--- config.mk ---
export PLATFORM = sky130hd
export DESIGN_NAME = key_stream_loader
export DESIGN_NICKNAME = d
export VERILOG_FILES = /design/src/rtl/key_stream_loader.sv
export SDC_FILE = /design/constraint.sdc
export NUM_CORES = 1
export LEC_CHECK = 0
export ABC_AREA = 0
export CORE_ASPECT_RATIO = 1.4
export CORE_MARGIN = 8
export CORE_UTILIZATION = 51
export CTS_CLUSTER_DIAMETER = 80
export DETAILED_ROUTE_END_ITERATION = 10
export PLACE_DENSITY_LB_ADDON = 0.1
export SLEW_MARGIN = 20
export SYNTH_ARGS = -nofsm -noshare
export SYNTH_HDL_FRONTEND = slang
export SYNTH_SLANG_ARGS = --single-unit
--- constraint.sdc ---
create_clock -name C -period 2 [get_ports C]
set_input_delay 0.2 -clock C [delete_from_list [all_inputs] [get_ports C]]
set_output_delay 0.2 -clock C [all_outputs]
set_load 0.005 [all_outputs]
--- src/rtl/key_stream_loader.sv ---
// Serial key loader: assembles MSB-first key bits plus an even-parity trailer
// and releases the parallel key to the locked circuit only after the check passes.
module key_stream_loader #(
    parameter int KEY_WIDTH = 5,
    parameter int CNT_W     = $clog2(KEY_WIDTH + 1)
) (
    input  logic                 C,
    input  logic                 R,
    input  logic                 start,
    input  logic                 ser_valid,
    input  logic                 ser_data,
    output logic                 ser_ready,
    output logic [KEY_WIDTH-1:0] key,
    output logic                 key_valid,
    output logic                 busy,
    output logic                 err,
    output logic [1:0]           dbg_state
);

    // ser_ready is asserted in LOAD; a bit moves on any cycle with ser_valid && ser_ready.
    typedef enum logic [1:0] {
        IDLE  = 2'd0,
        LOAD  = 2'd1,
        CHECK = 2'd2,
        DONE  = 2'd3
    } state_t;

    state_t               state_q, state_d;
    logic [KEY_WIDTH-1:0] sh_q, sh_d;
    logic [KEY_WIDTH-1:0] key_q, key_d;
    logic [CNT_W-1:0]     cnt_q, cnt_d;
    logic                 par_q, par_d;
    logic                 kv_q, kv_d;
    logic                 err_q, err_d;
    logic [KEY_WIDTH-1:0] sh_shift;

    if (KEY_WIDTH == 1) begin : g_one
        assign sh_shift = ser_data;
    end else begin : g_many
        assign sh_shift = {sh_q[KEY_WIDTH-2:0], ser_data};
    end

    always_ff @(posedge C or negedge R) begin
        if (!R) begin
            state_q <= IDLE;
            sh_q    <= '0;
            key_q   <= '0;
            cnt_q   <= '0;
            par_q   <= 1'b0;
            kv_q    <= 1'b0;
            err_q   <= 1'b0;
        end else begin
            state_q <= state_d;
            sh_q    <= sh_d;
            key_q   <= key_d;
            cnt_q   <= cnt_d;
            par_q   <= par_d;
            kv_q    <= kv_d;
            err_q   <= err_d;
        end
    end

    always_comb begin
        state_d = state_q;
        sh_d    = sh_q;
        key_d   = key_q;
        cnt_d   = cnt_q;
        par_d   = par_q;
        kv_d    = kv_q;
        err_d   = err_q;
        case (state_q)
            IDLE, DONE: begin
                if (start) begin
                    state_d = LOAD;
                    sh_d    = '0;
                    cnt_d   = '0;
                    par_d   = 1'b0;
                    err_d   = 1'b0;
                    key_d   = '0;
                    kv_d    = 1'b0;
                end
            end
            LOAD: begin
                if (ser_valid) begin
                    // The transfer after the last key bit carries the parity trailer.
                    if (cnt_q == CNT_W'(KEY_WIDTH)) begin
                        par_d   = ser_data;
                        state_d = CHECK;
                    end else begin
                        sh_d  = sh_shift;
                        cnt_d = cnt_q + CNT_W'(1);
                    end
                end
            end
            CHECK: begin
                if ((^sh_q ^ par_q) == 1'b0) begin
                    key_d   = sh_q;
                    kv_d    = 1'b1;
                    state_d = DONE;
                end else begin
                    err_d   = 1'b1;
                    state_d = IDLE;
                end
            end
            default: state_d = IDLE;
        endcase
    end

    assign ser_ready = (state_q == LOAD);
    assign busy      = (state_q == LOAD) || (state_q == CHECK);
    assign key       = key_q;
    assign key_valid = kv_q;
    assign err       = err_q;
    assign dbg_state = state_q;

endmodule

### After elaboration in Yosys (flattened, before gate mapping)

Cells that the tools add are included.

| cells by class | value |
|---|---|
| add/subtract/negate cells | 1 |
| equality and inequality tests | 10 |
| mux-type cells | 23 |
| bitwise gates (word level) | 1 |
| reduce and logical (&&, ||, !) cells | 11 |

Operator list:

| kind | count |
|---|---|
| 2-to-1 mux 5 bit | 4 |
| case mux 5 bit (2 select lines) | 2 |
| != test 2 bit (second input constant) | 5 |
| 2-to-1 mux 3 bit | 3 |
| AND reduction 3 bit | 3 |
| 2-to-1 mux 2 bit | 4 |
| AND reduction 4 bit | 2 |
| case mux 1 bit (2 select lines) | 3 |
| case mux 2 bit (3 select lines) | 1 |
| case mux 3 bit (2 select lines) | 1 |
| 2-to-1 mux 1 bit | 5 |
| parity 5 bit | 1 |
| equality test 2 bit (second input constant) | 2 |
| nonzero test 2 bit | 2 |
| adder 3 x 1 -> 3 bit (second input constant) | 1 |
| equality test 3 bit (second input constant) | 1 |
| equality test 2 x 1 -> 1 bit (second input constant) | 1 |
| zero test 2 bit | 1 |
| != test 2 x 1 -> 1 bit (second input constant) | 1 |
| OR reduction 2 bit | 1 |
| logical OR 1 bit | 1 |
| bitwise XOR 1 bit | 1 |

| storage, ports and cells | value |
|---|---|
| bits in registers | 18 |
| output and inout port bits | 11 |
| logic and storage cells | 53 |

### Depth between registers and ports, before layout

Gate-level depths: netlist of run 1.

| depth | value |
|---|---|
| depth in word-level cells | 4 |
| mapped depth | 7 |
| mapped depth without buffers | 6 |

### Worst setup path after synthesis of run 1

No wires, ideal clock.

| timing | value |
|---|---|
| path type | reg2reg |
| from | reg state_q[0] (netlist: dbg_state[0]) |
| to | reg cnt_q[0] |
| setup time | 0.125 ns |
| data arrival time | 1.642 ns |
| setup slack | 0.233 ns |
| cell stages (with the launch flop) | 7 |
| buffers on the path | 1 |
| path through | dfrtp_1 inv_1 ha_1 clkbuf_1 nor2_1 a211o_1 mux2_2 |

| on the way | value |
|---|---|
| word-level cells in the longest chain between the ends | 4 |
| elaborated cells between the ends (all ways) | 10 |

RTL lines:

| what | line | text |
|---|---|---|
| from (decl) | 28 | `state_t state_q, state_d;` |
| from (signal assigned) | 53 | `state_q <= state_d;` |
| equality test 2 bit or zero test 2 bit (tied branches) | 71 | `case (state_q)` |
| OR reduction 2 bit | 71 |  |
| != test 2 bit (no line) or nonzero test 2 bit (tied branches) | n/a |  |
| AND reduction 4 bit (no line) | n/a |  |
| to (signal assigned) | 56 | `cnt_q <= cnt_d;` |
| to (decl) | 31 | `logic [CNT_W-1:0] cnt_q, cnt_d;` |

Several ways; a longest one is shown, not always the timed one.
A chain may end at the register's enable or synchronous reset.

### Worst setup path in the final report of run 1

| timing | value |
|---|---|
| from | reg state_q[0] (netlist: dbg_state[0]) |
| to | out busy |

| on the way | value |
|---|---|
| word-level cells in the longest chain between the ends | 2 |
| elaborated cells between the ends (all ways) | 3 |

RTL lines:

| what | line | text |
|---|---|---|
| equality test 2 x 1 -> 1 bit or equality test 2 bit (tied branches) | 110 | `assign busy = (state_q == LOAD) \|\| (state_q == CHECK);` |
| logical OR 1 bit (*) | 110 |  |
| to (decl) | 15 | `output logic busy,` |

Every way passes the cells marked *; elsewhere a longest branch is shown, timed or not.

==> impl_metrics.json, run 1 <==
{
  "status": "finished, final reports clean",
  "ant_nets": 0,
  "n_antenna_cell": 0,
  "p_sw_share_pct": 40.2,
  "final_net_count": 127,
  "yosysSeqAreaShare_pct": 46.4,
  "post-synth-top-count-cell": "dfrtp_1",
  "overflow": 0,
  "total_power_mw": 1.96,
  "skew_ns": 0.00860,
  "yosysWarnings": 0,
  "die_h_um": 67.6,
  "cp-end-kind": "output pin",
  "hold_viol_final": 0,
  "remaining_drc_errors": 0,
  "syn_area_um2": 971,
  "cts_sinks": 18,
  "die_w_um": 52.9,
  "via_per_inst": 5.72,
  "port_buffers": 15,
  "p_leak_nw": 0.579,
  "num_vias": 784,
  "hold_slack_ns": 0.223,
  "worstMarginPinSlew_ns": 0.396,
  "ir_drop_v": 0.000918,
  "post-route-min-period_ns": 1.92,
  "ys_ff_latch": 18,
  "pwr-share-clk_pct": 11.5,
  "setup_viol": 0,
  "num-fill-cells": 155,
  "grt_start_max_net_pins": 19,
  "synth_top_area_cell": "dfrtp_1",
  "grt_pass1_vias": 808,
  "synth_common_cells": "18 x dfrtp_1, 14 x nand2_1",
  "numCtsBuffers": 3,
  "first_pass_iters": 4,
  "worst-setup-path-type": "reg2out",
  "layout_setup_ws_ns": 0.0770,
  "p_sw_mw": 0.787,
  "min_path_type": "in2async",
  "first_iter_violations": 12,
  "synth_fp_nets": 105,
  "reg2reg_to": "key[3]",
  "dp_hpwl_um": 1470,
  "fmax_mhz": 520,
  "cap_violations": 0,
  "p_seq_share_pct": 29.6,
  "netlist_top_cells_area": "dfrtp_1 46%, nand2_1 5.4%, a22o_1 5.4%, ha_1 5.2%, a31o_1 3.6%",
  "avgSynthCellArea_um2": 10.1,
  "crit_path_max_fanout": 7,
  "grt_pass1_wl_um": 3540,
  "power.internal_mw": 1.17,
  "drive_above_1_share_pct": 11.1,
  "ys.flop_type": "dfrtp_1",
  "tritoncts": "yes",
  "slew_violations": 0,
  "dieArea_um2": 3580,
  "synth.top_cell.area_share_pct": 46.4,
  "r2r-start": "sh_q[1]",
  "antenna_found_initial": 0,
  "combPwrFrac_pct": 58.9,
  "synth_edf_count": 0,
  "fin_crit_sh_pct": 96.1,
  "powerDensity_nw_per_um2": 1610,
  "postSynth.asyncResetShare_pct": 100,
  "dp_slack_ns": 0.145,
  "critPathLaunchType": "flop",
  "clkLatencyLatePin_ns": 0.30,
  "wl_um": 2040,
  "syn2layout_area_growth_pct": 25.8,
  "clockBufferDepth": 2,
  "arrival_ns": 1.72,
  "postLayoutCoreUtil_pct": 68.6,
  "slew_headroom_pct": 73.5,
  "rows": 18,
  "fp.coreArea_um2": 1780,
  "r2r_cells": 4,
  "start_util_pct": 54.6,
  "htreeDepth": 1,
  "post_drt_wl_per_cell_um": 14.9,
  "ctsRootBufferMaster": "clkbuf_4",
  "postSynthCellCount": 96,
  "cp.required_ns": 1.80,
  "synth_cell_types": 30,
  "reg2reg_slack_ns": 0.14,
  "ios": 16,
  "grt_util_all_layers_pct": 12.4,
  "clk_pin_slew_ns": 0.11,
  "gp_congestion": 0.758
}
-- metrics by stage --
stage | std cells | cell area (um2) | setup TNS, ns
after CTS | 137 | 1210 | 0
after global placement | 132 | 1160 | 0
after floorplan | 96 | 971 | 0
after detailed placement | 132 | 1160 | 0
after global routing | 137 | 1220 | -0.00123
final | 137 | 1220 | 0
-- layer usage --
layer	share of wire (%)	global-route usage, %
met5	0	0
met2	50	21.8
met1	44	14.1
met4	0.44	5.52
met3	5.2	2.20
-- registers in the layout, indices dropped and copies added (netlist names) --
name and cells:
err 1, key_valid 1, dbg_state 2, sh_q 5, key 5, cnt_q 3
par_q 1
-- critical path: stages, from the launching register on --
cell,delay [ns]
dfrtp_1,0.39
inv_1,0.12
ha_4,0.24
buf_4,0.15
inv_1,0.04
clkdlybuf4s50_1,0.49
-- final cells by class --
type | count | area (um2) | share of cell area, %
flip-flops and latches | 18 | 450 | 36.9
multi-input cells | 69 | 499 | 40.9
inverters | 6 | 22.5 | 1.84
repair buffers | 20 | 188 | 15.4
clock buffers | 4 | 36.3 | 2.97
well taps | 20 | 25.0 | 2.05
-- worst max path at each step --
stage	start	to	cells after the start
final	dbg_state[0]	busy	5
after global routing	dbg_state[0]	busy	5
after CTS	dbg_state[0]	busy	5
after detailed placement	sh_q[1]	key[3]	4
after global placement	sh_q[1]	key[2]	4
after floorplan	dbg_state[0]	cnt_q[0]	6
-- placed cells by master (no fill, tap or decap), types with 2 or more instances in the layout --
cell,netlist,layout
dfrtp_1,18,18
clkdlybuf4s50_1,0,15
nand2_1,14,14
inv_1,6,6
o21ai_0,6,6
a21oi_1,6,6
a22o_1,6,6
buf_4,0,5
nand3_1,4,4
a31o_1,4,4
nor2_1,3,3
ha_1,4,3
clkbuf_4,0,3
nor2b_1,2,2
a21boi_0,2,2
o22a_1,2,2
-- power groups by stage --
| stage | Clock, mW | Sequential, mW | Combinational (mW) |
|---|---|---|---|
| floorplan | 0 | 0.569 | 0.747 |
| global placement | 0 | 0.581 | 1.10 |
| detailed placement | 0 | 0.588 | 1.11 |
| CTS | 0.228 | 0.577 | 1.14 |
| global route | 0.248 | 0.599 | 1.28 |
| finish | 0.226 | 0.580 | 1.15 |
-- logic make-up after synthesis --
| group | count (synthesis) | share of synthesized area, % |
|---|---|---|
| AO/OA/AOI/OAI | 32 | 23.3 |
| XOR/XNOR | 4 | 6.70 |
| adder cells (fa/ha/maj) | 4 | 5.15 |
| buffers and inverters | 9 | 3.48 |
| flip-flops | 18 | 46.4 |
| multiplexers | 2 | 2.19 |
| AND/OR/NAND/NOR | 27 | 12.8 |
-- what timing repair did --
action / in CTS / in global routing
hold buffers: 0 / 0
gates resized for setup: 1 / 1
setup endpoints to repair: 1 / 1
buffers inserted: 1 / 0
No activity file was read; power rests on OpenSTA's default activity.
==> run 2: changes to the inputs <==
CORE_MARGIN = not set   (was 8)
==> run 2 against run 1 <==
Effect of this change: clock power about the same; sequential cell count unchanged; via count increased by 1.3%; count of clock-buffer cells in the layout unchanged; design area decreased by 2.0%; combinational power decreased by 6%; critical path type is now reg2reg.
==> impl_metrics.json, run 2 (synthesis gave the netlist of run 1 again) <==
{
  "dieArea_um2": 2080,
  "clkLatencyLatePin_ns": 0.31,
  "gp_congestion": 0.732,
  "arrival_ns": 2.10,
  "die_w_um": 38.9,
  "ctsRootBufferMaster": "clkbuf_4",
  "overflow": 0,
  "first_iter_violations": 19,
  "grt_pass1_vias": 719,
  "syn2layout_area_growth_pct": 23.2,
  "final_net_count": 125,
  "path_cells": "xnor3_1, xor3_2, and2_4, a31o_1",
  "cts_sinks": 18,
  "cp_slowest_cell": "xor3_2",
  "timing.setup.tns_ns": 0,
  "rows": 18,
  "clockBufferDepth": 2,
  "p_seq_share_pct": 30.7,
  "p_sw_mw": 0.768,
  "worst-setup-path-type": "reg2reg",
  "antenna_found_initial": 0,
  "die_h_um": 53.6,
  "p_leak_nw": 0.568,
  "ir_drop_v": 0.000903,
  "cp.required_ns": 2.20,
  "grt_setup_unrepaired": "false",
  "post_drt_wl_per_cell_um": 13.9,
  "crit_path_max_fanout": 8,
  "slowest_delay_ns": 0.48,
  "fmax_mhz": 525,
  "min_path_type": "in2async",
  "status": "finished, final reports clean",
  "grt_start_max_net_pins": 19,
  "layout_setup_ws_ns": 0.0967,
  "pwr-share-clk_pct": 12.1,
  "final_common_cell": "dfrtp_1",
  "power.internal_mw": 1.13,
  "total_power_mw": 1.89,
  "critPathLaunchType": "flop",
  "n_antenna_cell": 0,
  "fin_crit_sh_pct": 95.2,
  "tritoncts": "yes",
  "remaining_drc_errors": 0,
  "first_pass_iters": 4,
  "num_vias": 794,
  "ios": 16,
  "post-route-min-period_ns": 1.90,
  "cp-end-kind": "flop",
  "dp_slack_ns": 0.127,
  "via_per_inst": 5.88,
  "fp.coreArea_um2": 1780,
  "numCtsBuffers": 3,
  "grt_pass1_wl_um": 3150,
  "wl_um": 1880,
  "ant_nets": 0,
  "hold_viol_final": 0,
  "clk_pin_slew_ns": 0.10,
  "htreeDepth": 1,
  "final_cell_mix": "18 x dfrtp_1, 15 x clkdlybuf4s50_1, 14 x nand2_1",
  "grt_util_all_layers_pct": 22.3,
  "setup_viol": 0,
  "worstMarginPinSlew_ns": 0.385,
  "cap_violations": 0,
  "postLayoutCoreUtil_pct": 67.2,
  "dp_hpwl_um": 1380,
  "drive_above_1_share_pct": 9.57,
  "skew_ns": 0.00466,
  "hold_slack_ns": 0.213,
  "slew_violations": 0,
  "num-fill-cells": 149,
  "start_util_pct": 54.6,
  "combPwrFrac_pct": 57.2,
  "p_sw_share_pct": 40.5,
  "slew_headroom_pct": 74.3,
  "powerDensity_nw_per_um2": 1580,
  "port_buffers": 15
}
## run 2: cell count changes in the layout (fill, tap and decap cells not counted), sizes merged
cell,previous run,this run
buf,5,3
## run 2: final cells by class
cell class / count / area (um2) / share of cell area (%)
sequential: 18 / 450 / 37.7
multi-input combinational: 69 / 489 / 40.9
inverter: 6 / 22.5 / 1.88
timing repair buffer: 18 / 173 / 14.4
clock buffer: 4 / 36.3 / 3.03
tap: 20 / 25.0 / 2.09
## run 2: power groups by stage
stage	logic [mW]	clock network (mW)	registers, mW
after global placement	1.07	0	0.582
after global routing	1.21	0.246	0.598
after CTS	1.09	0.237	0.582
after floorplan	0.747	0	0.569
final	1.08	0.229	0.582
after detailed placement	1.07	0	0.590
## run 2: path summary, 6_finish.rpt
path                              start            to  slack [ns]  cells after the start
min in group C                 ser_data         par_q        0.51                      3
min reg2reg                dbg_state[1]  dbg_state[1]        0.55                      2
max in group asynchronous             R     key_valid        1.59                      2
max                             sh_q[1]        key[0]         0.1                      4
max reg2reg                     sh_q[1]        key[0]         0.1                      4
min                                   R       sh_q[0]        0.21                      2
## run 2: stage by stage
stage                     cell area [um2]  cells
after floorplan                       971     96
after global placement               1160    131
after detailed placement             1160    131
after CTS                            1190    135
after global routing                 1200    135
final                                1200    135
## run 2: what timing repair did
item	in CTS	in global routing
resized for setup	0	1
hold buffers	0	0
buffers inserted	0	0
setup endpoints to repair	0	1
## run 2: per-layer routing
metal	track usage [%]	routed length, um	part of all wire [%]
met1	28.3	805	43
met2	35.6	957	51
met3	3.72	66	3.5
met4	12.1	49	2.6
met5	0	0	0
## run 2: critical path, delay by kind of cell, from the launching register on
kind                      cells  cell delay (ns)
xor gates and xnor gates      2             0.94
DFF                           1             0.41
AOI/OAI and AO/OA             1             0.22
and+or+nand+nor               1             0.21
==> run 3: changes to the inputs <==
SKIP_LAST_GASP = 1   (was not set)
==> results of run 3 <==
Final layout, timing and power as in run 2 (identical DEF).
